File: config.mk
export PLATFORM = sky130hd
export DESIGN_NAME = fwb_queue
export DESIGN_NICKNAME = d
export VERILOG_FILES = /design/src/rtl/fwbq_pkg.sv /design/src/rtl/fwb_fifo.sv /design/src/rtl/fwb_queue.sv
export SDC_FILE = /design/constraint.sdc
export NUM_CORES = 1
export LEC_CHECK = 0
export ABC_AREA = 1
export ABC_CLOCK_PERIOD_IN_PS = 21100
export BUFFER_PORTS_ARGS = -buffer_cell sky130_fd_sc_hd__buf_2
export CELL_PAD_IN_SITES_DETAIL_PLACEMENT = 1
export CELL_PAD_IN_SITES_GLOBAL_PLACEMENT = 1
export CORE_MARGIN = 2
export CORE_UTILIZATION = 40
export CTS_BUF_LIST = sky130_fd_sc_hd__clkbuf_2
export DETAILED_ROUTE_END_ITERATION = 10
export PLACE_DENSITY = 0.8
export SLEW_MARGIN = 20
export SYNTH_ARGS = -nofsm -noshare
export SYNTH_HDL_FRONTEND = slang
export SYNTH_SLANG_ARGS = --single-unit
File: constraint.sdc
create_clock -name clk -period 21.1 [get_ports clk]
set_input_delay 2.11 -clock clk [delete_from_list [all_inputs] [get_ports clk]]
set_output_delay 2.11 -clock clk [all_outputs]
set_load 0.01 [all_outputs]
File: src/rtl/fwbq_pkg.sv
// Shared types for the FP write-back queue: queue entry layout and source age order.
// Entry data is sized for the widest supported FP register; narrower builds use the low bits.
package fwbq_pkg;

  localparam int unsigned FLEN_MAX = 64;
  localparam int unsigned NSRC     = 3;

  // Same-cycle arrivals are older the lower their source index.
  typedef enum logic [1:0] {
    SRC_FMA  = 2'd0,
    SRC_LOAD = 2'd1,
    SRC_DIV  = 2'd2
  } fwbq_src_e;

  typedef struct packed {
    logic [4:0]          rd;
    logic [FLEN_MAX-1:0] data;
  } fwbq_entry_t;

endpackage

File: src/rtl/fwb_fifo.sv
// Circular entry store for fwb_queue: up to NSRC in-order pushes and one pop per cycle.
// Exposes per-slot occupancy and destination registers for outstanding-write tracking.
module fwb_fifo
  import fwbq_pkg::*;
#(
  parameter int unsigned DEPTH = 4
) (
  input  logic                       clk,
  input  logic                       reset,
  input  fwbq_entry_t                push_e [NSRC],
  input  logic [1:0]                 push_n,
  input  logic                       pop,
  output fwbq_entry_t                head,
  output logic [$clog2(DEPTH+1)-1:0] count,
  output logic [DEPTH-1:0]           occ,
  output logic [4:0]                 ent_rd [DEPTH]
);

  localparam int unsigned PW = $clog2(DEPTH);
  localparam int unsigned CW = $clog2(DEPTH+1);

  fwbq_entry_t   mem [DEPTH];
  logic [PW-1:0] wptr;
  logic [PW-1:0] rptr;

  // Pushes land after the current tail; the caller guarantees they fit after the pop.
  always_ff @(posedge clk) begin
    for (int unsigned i = 0; i < NSRC; i++) begin
      if (i < 32'(push_n)) begin
        mem[wptr + PW'(i)] <= push_e[i];
      end
    end
  end

  always_ff @(posedge clk or posedge reset) begin
    if (reset) begin
      wptr  <= '0;
      rptr  <= '0;
      count <= '0;
    end else begin
      wptr  <= wptr + PW'(push_n);
      rptr  <= rptr + PW'(pop);
      count <= count - CW'(pop) + CW'(push_n);
    end
  end

  always_comb begin
    head = mem[rptr];
    for (int unsigned i = 0; i < DEPTH; i++) begin
      occ[i]    = 32'(PW'(PW'(i) - rptr)) < 32'(count);
      ent_rd[i] = mem[i].rd;
    end
  end

endmodule

File: src/rtl/fwb_queue.sv
// FP write-back queue merging FMA, load and divide results onto one register-file write port.
// Optional FWBQ_PENDING_EN builds the per-register outstanding-write flags.
module fwb_queue
  import fwbq_pkg::*;
#(
  parameter int unsigned FLEN  = 64,
  parameter int unsigned DEPTH = 4
) (
  input  logic                       clk,
  input  logic                       reset,
  input  logic                       FmaValid,
  input  logic [4:0]                 FmaRd,
  input  logic [FLEN-1:0]            FmaRes,
  input  logic                       LoadValid,
  input  logic [4:0]                 LoadRd,
  input  logic [FLEN-1:0]            LoadData,
  input  logic                       DivValid,
  input  logic [4:0]                 DivRd,
  input  logic [FLEN-1:0]            DivRes,
  output logic                       DivReady,
  output logic                       Stall,
  output logic                       WE,
  output logic [4:0]                 WAdr,
  output logic [FLEN-1:0]            WD,
  output logic [31:0]                Pending,
  output logic [$clog2(DEPTH+1)-1:0] Count,
  output logic                       Overflow
);

  localparam int unsigned CW = $clog2(DEPTH+1);

  logic          src_v  [NSRC];
  fwbq_entry_t   src_e  [NSRC];
  fwbq_entry_t   arr    [NSRC];
  fwbq_entry_t   arr_sh [NSRC];
  fwbq_entry_t   push_e [NSRC];
  logic [1:0]    n_arr;
  logic [1:0]    push_n;
  logic          pop;
  logic          out_v;
  fwbq_entry_t   out_e;
  fwbq_entry_t   head;
  logic [CW-1:0] cnt;
  logic [DEPTH-1:0] occ;
  logic [4:0]    ent_rd [DEPTH];
  int unsigned   want;
  int unsigned   space;
  int unsigned   cnt_nxt;
  logic          ovf_now;

  fwb_fifo #(.DEPTH(DEPTH)) u_fifo (
    .clk    (clk),
    .reset  (reset),
    .push_e (push_e),
    .push_n (push_n),
    .pop    (pop),
    .head   (head),
    .count  (cnt),
    .occ    (occ),
    .ent_rd (ent_rd)
  );

  assign Count    = cnt;
  assign pop      = (cnt != '0);
  assign DivReady = (32'(cnt) - 32'(pop) + 32'(FmaValid) + 32'(LoadValid)) < DEPTH;

  always_comb begin
    src_v[SRC_FMA]  = FmaValid;
    src_v[SRC_LOAD] = LoadValid;
    src_v[SRC_DIV]  = DivValid && DivReady;
    src_e[SRC_FMA]  = '{rd: FmaRd,  data: FLEN_MAX'(FmaRes)};
    src_e[SRC_LOAD] = '{rd: LoadRd, data: FLEN_MAX'(LoadData)};
    src_e[SRC_DIV]  = '{rd: DivRd,  data: FLEN_MAX'(DivRes)};

    // Compact accepted arrivals into age order.
    n_arr = '0;
    for (int unsigned i = 0; i < NSRC; i++) arr[i] = '0;
    for (int unsigned i = 0; i < NSRC; i++) begin
      if (src_v[i]) begin
        arr[n_arr] = src_e[i];
        n_arr      = n_arr + 2'd1;
      end
    end
    arr_sh[NSRC-1] = '0;
    for (int unsigned i = 0; i < NSRC - 1; i++) arr_sh[i] = arr[i+1];

    // A non-empty queue always owns the output register; otherwise the oldest arrival bypasses.
    out_v = pop || (n_arr != '0);
    out_e = pop ? head : arr[0];
    for (int unsigned i = 0; i < NSRC; i++) push_e[i] = pop ? arr[i] : arr_sh[i];

    want    = pop ? 32'(n_arr) : ((n_arr != '0) ? 32'(n_arr) - 1 : 0);
    space   = DEPTH - 32'(cnt) + 32'(pop);
    ovf_now = want > space;
    push_n  = ovf_now ? 2'(space) : 2'(want);
    cnt_nxt = 32'(cnt) - 32'(pop) + 32'(push_n);
  end

  always_ff @(posedge clk or posedge reset) begin
    if (reset) begin
      WE       <= 1'b0;
      WAdr     <= '0;
      WD       <= '0;
      Stall    <= 1'b0;
      Overflow <= 1'b0;
    end else begin
      WE       <= out_v;
      WAdr     <= out_e.rd;
      WD       <= out_e.data[FLEN-1:0];
      Stall    <= cnt_nxt >= DEPTH - 1;
      Overflow <= Overflow | ovf_now;
    end
  end

`ifdef FWBQ_PENDING_EN
  always_comb begin
    Pending = '0;
    for (int unsigned i = 0; i < DEPTH; i++) begin
      if (occ[i]) Pending[ent_rd[i]] = 1'b1;
    end
    if (WE) Pending[WAdr] = 1'b1;
  end
`else
  logic pend_unused;
  assign Pending = '0;
  always_comb begin
    pend_unused = ^occ;
    for (int unsigned i = 0; i < DEPTH; i++) pend_unused = pend_unused ^ (^ent_rd[i]);
  end
`endif

endmodule

==> results.txt <==
----------------------------------------------------
[Critical path]
  CP Capture Type ... flop
  Minimum setup slack among reg-to-reg paths ... between 10000 and 15000 ps
  CP Class ... reg2reg
  Critical path data required time ... roughly 22000 ps
  Critical path fanouts, max ... 98
  Critical path's largest stage delay ... 780 ps
  Arrival time at the worst endpoint ... 10460 ps
  Critical path launch point type ... flop
  Slowest cell on the critical path ... sky130_fd_sc_hd__nor2_4

[Final layout]
  Core utilization of the finished layout ... 0.446
  Number of nets in the layout ... ~4400
  Share of final-layout standard cells stronger than drive strength 1 ... 0.127
  Final Non-Filler Cells ... between 5000 and 6000
  Area Overhead vs Synth ... 9.95%
  Commonest cells after routing, fill and taps aside ... 1893 x sky130_fd_sc_hd__nand2_1, 351 x sky130_fd_sc_hd__nor2_1, 338 x sky130_fd_sc_hd__o21ai_0
  Most frequent standard cell in the layout excluding fill and tap cells ... sky130_fd_sc_hd__nand2_1

[Power and ir drop]
  Leak pwr ... around 14 nW
  VDD IR max ... around 0.19 mV
  Power after layout ... 0.00563 W
  Power per cell area ... 195 nW/um^2

[Synthesis]
  Synthesized cell area ... roughly 26000 um^2
  Sequential area share after synthesis ... 0.391
  Post-synthesis cell type count ... 35
  Number of synthesis warnings ... 0
  Number of register bits inferred by synthesis ... 355
  Top post-synthesis cells by area ... sky130_fd_sc_hd__edfxtp_1 32%, sky130_fd_sc_hd__nand2_1 27%, sky130_fd_sc_hd__dfrtp_1 7.5%
  Per-instance average area after synthesis ... 6.49 um^2
  Gate count after technology mapping ... 4048
  Biggest area consumer among synthesized cells ... sky130_fd_sc_hd__edfxtp_1
  Synth top area share ... 0.316

[Place]
  Port Buffer Count ... 287
  Hpwl dp ... 65000 um
  Gp weighted congestion ... between 0.8 and 0.9
  Placed Cells incl. Taps ... 4909

[Floorplan]
  Initial core utilization ... 0.406
  Horiz. Die Dim ... 260 um
  Site row count ... a little over 90
  DIE HEIGHT ... approximately 260 um
  I/O pin count ... 320
  Die area ... 67700 um^2
  Core Footprint ... 64700 um^2

[Timing]
  Max-slew headroom at the worst pin ... 0.210
  Largest clock skew in the final design ... a little under 90 ps
  Count of endpoints failing hold in the final timing report ... 0
  Tcrit/Tclk final ... 0.448
  Final hold slack ... 485 ps
  Setup repair after global routing missed its margin ... no
  Final-report setup violation count ... 0
  Fin crit period ... 9450 ps
  Max-slew violation total from the final report ... 0
  Setup TNS ... 0 ps
  Highest attainable clock frequency ... about 110 MHz
  Worst-Margin Slew ... 1190 ps

[Route]
  Met1 wire length ... 44500 um
  Amount of wire on met2 after detailed routing ... 51000 um
  Antenna violation net count after detailed routing ... 0
  Routed wire per std cell ... 21.1 um
  Count of unresolved DRC violations after routing ... 0
  Detailed-route via count ... 28800
  1st-pass router iterations ... 5
  Number of DRC violations after detailed-routing iteration 0 ... 2457
  Wire length on met3 ... about 8500 um
  Detail-routed via count per cell ... 5.64
  Uppermost layer routed ... met4
  Total wirelength of the detailed-routed design ... roughly 110000 um

[Global routing]
  Combined global-route utilization of all metal layers ... 0.313
  Overflow left after global routing ... 0
  Number of global-route vias before repair ... 29200
  Pin count of the biggest net entering global routing ... 99
  Initial antenna violation count ... 1
  Wire length of the first global-routing pass ... between 150000 and 200000 um

[Clock tree]
  Buffer depth of the longest clock path ... 3
  Worst-Skew Late Latency ... 1190 ps
  Number of hold buffers added after CTS ... 0
  Clock root buffer ... sky130_fd_sc_hd__clkbuf_2
  Clock slew at the register clock pins of the worst setup and hold paths ... 100 ps
  TritonCTS Sinks ... about 360
  Number of clock buffers inserted by TritonCTS ... 103
  H-tree depth reported by CTS ... 3
  Total of cells resized after clock tree synthesis ... 0
  TritonCTS clock tree ... yes
  Total setup buffers inserted after CTS ... 0

[Run status]
  Result of the run ... complete, no violations

[Run]
  Total of max-cap violations ... 0

[Worst hold path]
  Type of the worst min-delay path ... reg2reg

----------------------------------------------------
-- report_power, final --
| part | internal [W] | switching, W |
|---|---|---|
| clock network | 0.000237 | 0.000344 |
| registers | 0.00145 | 0.000119 |
| logic | 0.000756 | 0.00272 |
-- worst paths after layout --
kind	start	end	cells past startpoint
hold reg to reg	Overflow	Overflow	1
hold / removal	Overflow	Overflow	1
setup / recovery	u_fifo.count[0]	u_fifo.mem[1][59]	29
max in group asynchronous	reset	WD[58]	3
min in group asynchronous	reset	WD[25]	2
setup reg to reg	u_fifo.count[0]	u_fifo.mem[1][59]	29
-- logic make-up (layout without fill, tap and decap cells) --
group | count (synthesis) | after routing | synth area share
buffers and inverters | 462 | 626 | 0.0747
AND/OR/NAND/NOR | 2703 | 2703 | 0.414
flip-flops | 355 | 355 | 0.391
other | 1 | 36 | 0.000143
AO/OA/AOI/OAI | 490 | 490 | 0.103
adder cells (fa/ha/maj) | 28 | 28 | 0.0139
XOR/XNOR | 9 | 9 | 0.00300
-- synthesized netlist by cell type --
master / count
sky130_fd_sc_hd__nor3_1: 69
sky130_fd_sc_hd__nand2_4: 2
sky130_fd_sc_hd__buf_6: 3
sky130_fd_sc_hd__clkbuf_1: 235
sky130_fd_sc_hd__inv_1: 98
sky130_fd_sc_hd__buf_1: 32
sky130_fd_sc_hd__buf_4: 38
sky130_fd_sc_hd__o21ai_0: 338
sky130_fd_sc_hd__ha_1: 26
sky130_fd_sc_hd__nand4_2: 1
sky130_fd_sc_hd__o21a_1: 1
sky130_fd_sc_hd__nor2_2: 3
sky130_fd_sc_hd__nand2_1: 1898
sky130_fd_sc_hd__nor2_1: 354
sky130_fd_sc_hd__xor2_1: 5
sky130_fd_sc_hd__edfxtp_1: 276
sky130_fd_sc_hd__o32ai_1: 69
sky130_fd_sc_hd__fa_1: 2
sky130_fd_sc_hd__buf_2: 50
sky130_fd_sc_hd__nand3_1: 285
sky130_fd_sc_hd__conb_1: 1
sky130_fd_sc_hd__o31ai_1: 1
sky130_fd_sc_hd__nand3_2: 3
sky130_fd_sc_hd__and2_1: 1
sky130_fd_sc_hd__nor2_4: 1
sky130_fd_sc_hd__inv_2: 6
sky130_fd_sc_hd__nand2_2: 8
sky130_fd_sc_hd__or2_2: 1
sky130_fd_sc_hd__xnor2_1: 4
sky130_fd_sc_hd__dfrtp_1: 79
sky130_fd_sc_hd__or3_1: 1
sky130_fd_sc_hd__nand4_1: 75
sky130_fd_sc_hd__a21oi_1: 72
sky130_fd_sc_hd__o21ai_1: 9
sky130_fd_sc_hd__or2_1: 1
-- area by class of cell --
| cell class | count | area, um^2 |
|---|---|---|
| timing repair buffer | 332 | 1810 |
| tap | 855 | 1070 |
| multi-input combinational | 3265 | 14300 |
| fill | 8777 | 35800 |
| inverter | 104 | 400 |
| sequential | 355 | 10300 |
| clock inverter | 46 | 292 |
| antenna | 1 | 2.50 |
| clock buffer | 144 | 721 |
-- registers in the layout (all words and copies together) (netlist names) --
name	flops
u_fifo.wptr	2
u_fifo.rptr	2
Stall	1
WE	1
Overflow	1
WD	64
u_fifo.mem	276
u_fifo.count	3
WAdr	5
-- worst max-delay path, delay by kind of cell (launching register included) --
kind / cells / cell delay (ps)
AOI/OAI and AO/OA: 2 / 320
adders and majority gates: 6 / 1700
buffers and inverters: 7 / 2710
DFF: 1 / 430
and+or+nand+nor: 14 / 4040
-- layer usage --
layer	vias to the layer above	track usage
met5	-	0
li1	13500	-
met4	0	0.138
met2	1201	0.523
met1	13900	0.398
met3	237	0.0486
-- per-stage QoR --
stage / setup WS (ps) / cell area (um^2)
final: 11650 / 28900
after global routing: 11010 / 28900
after CTS: 10930 / 28800
after detailed placement: 9970 / 27800
after global placement: 10230 / 27800
after floorplan: 13090 / 26400
(Power assumes the default switching activity.)
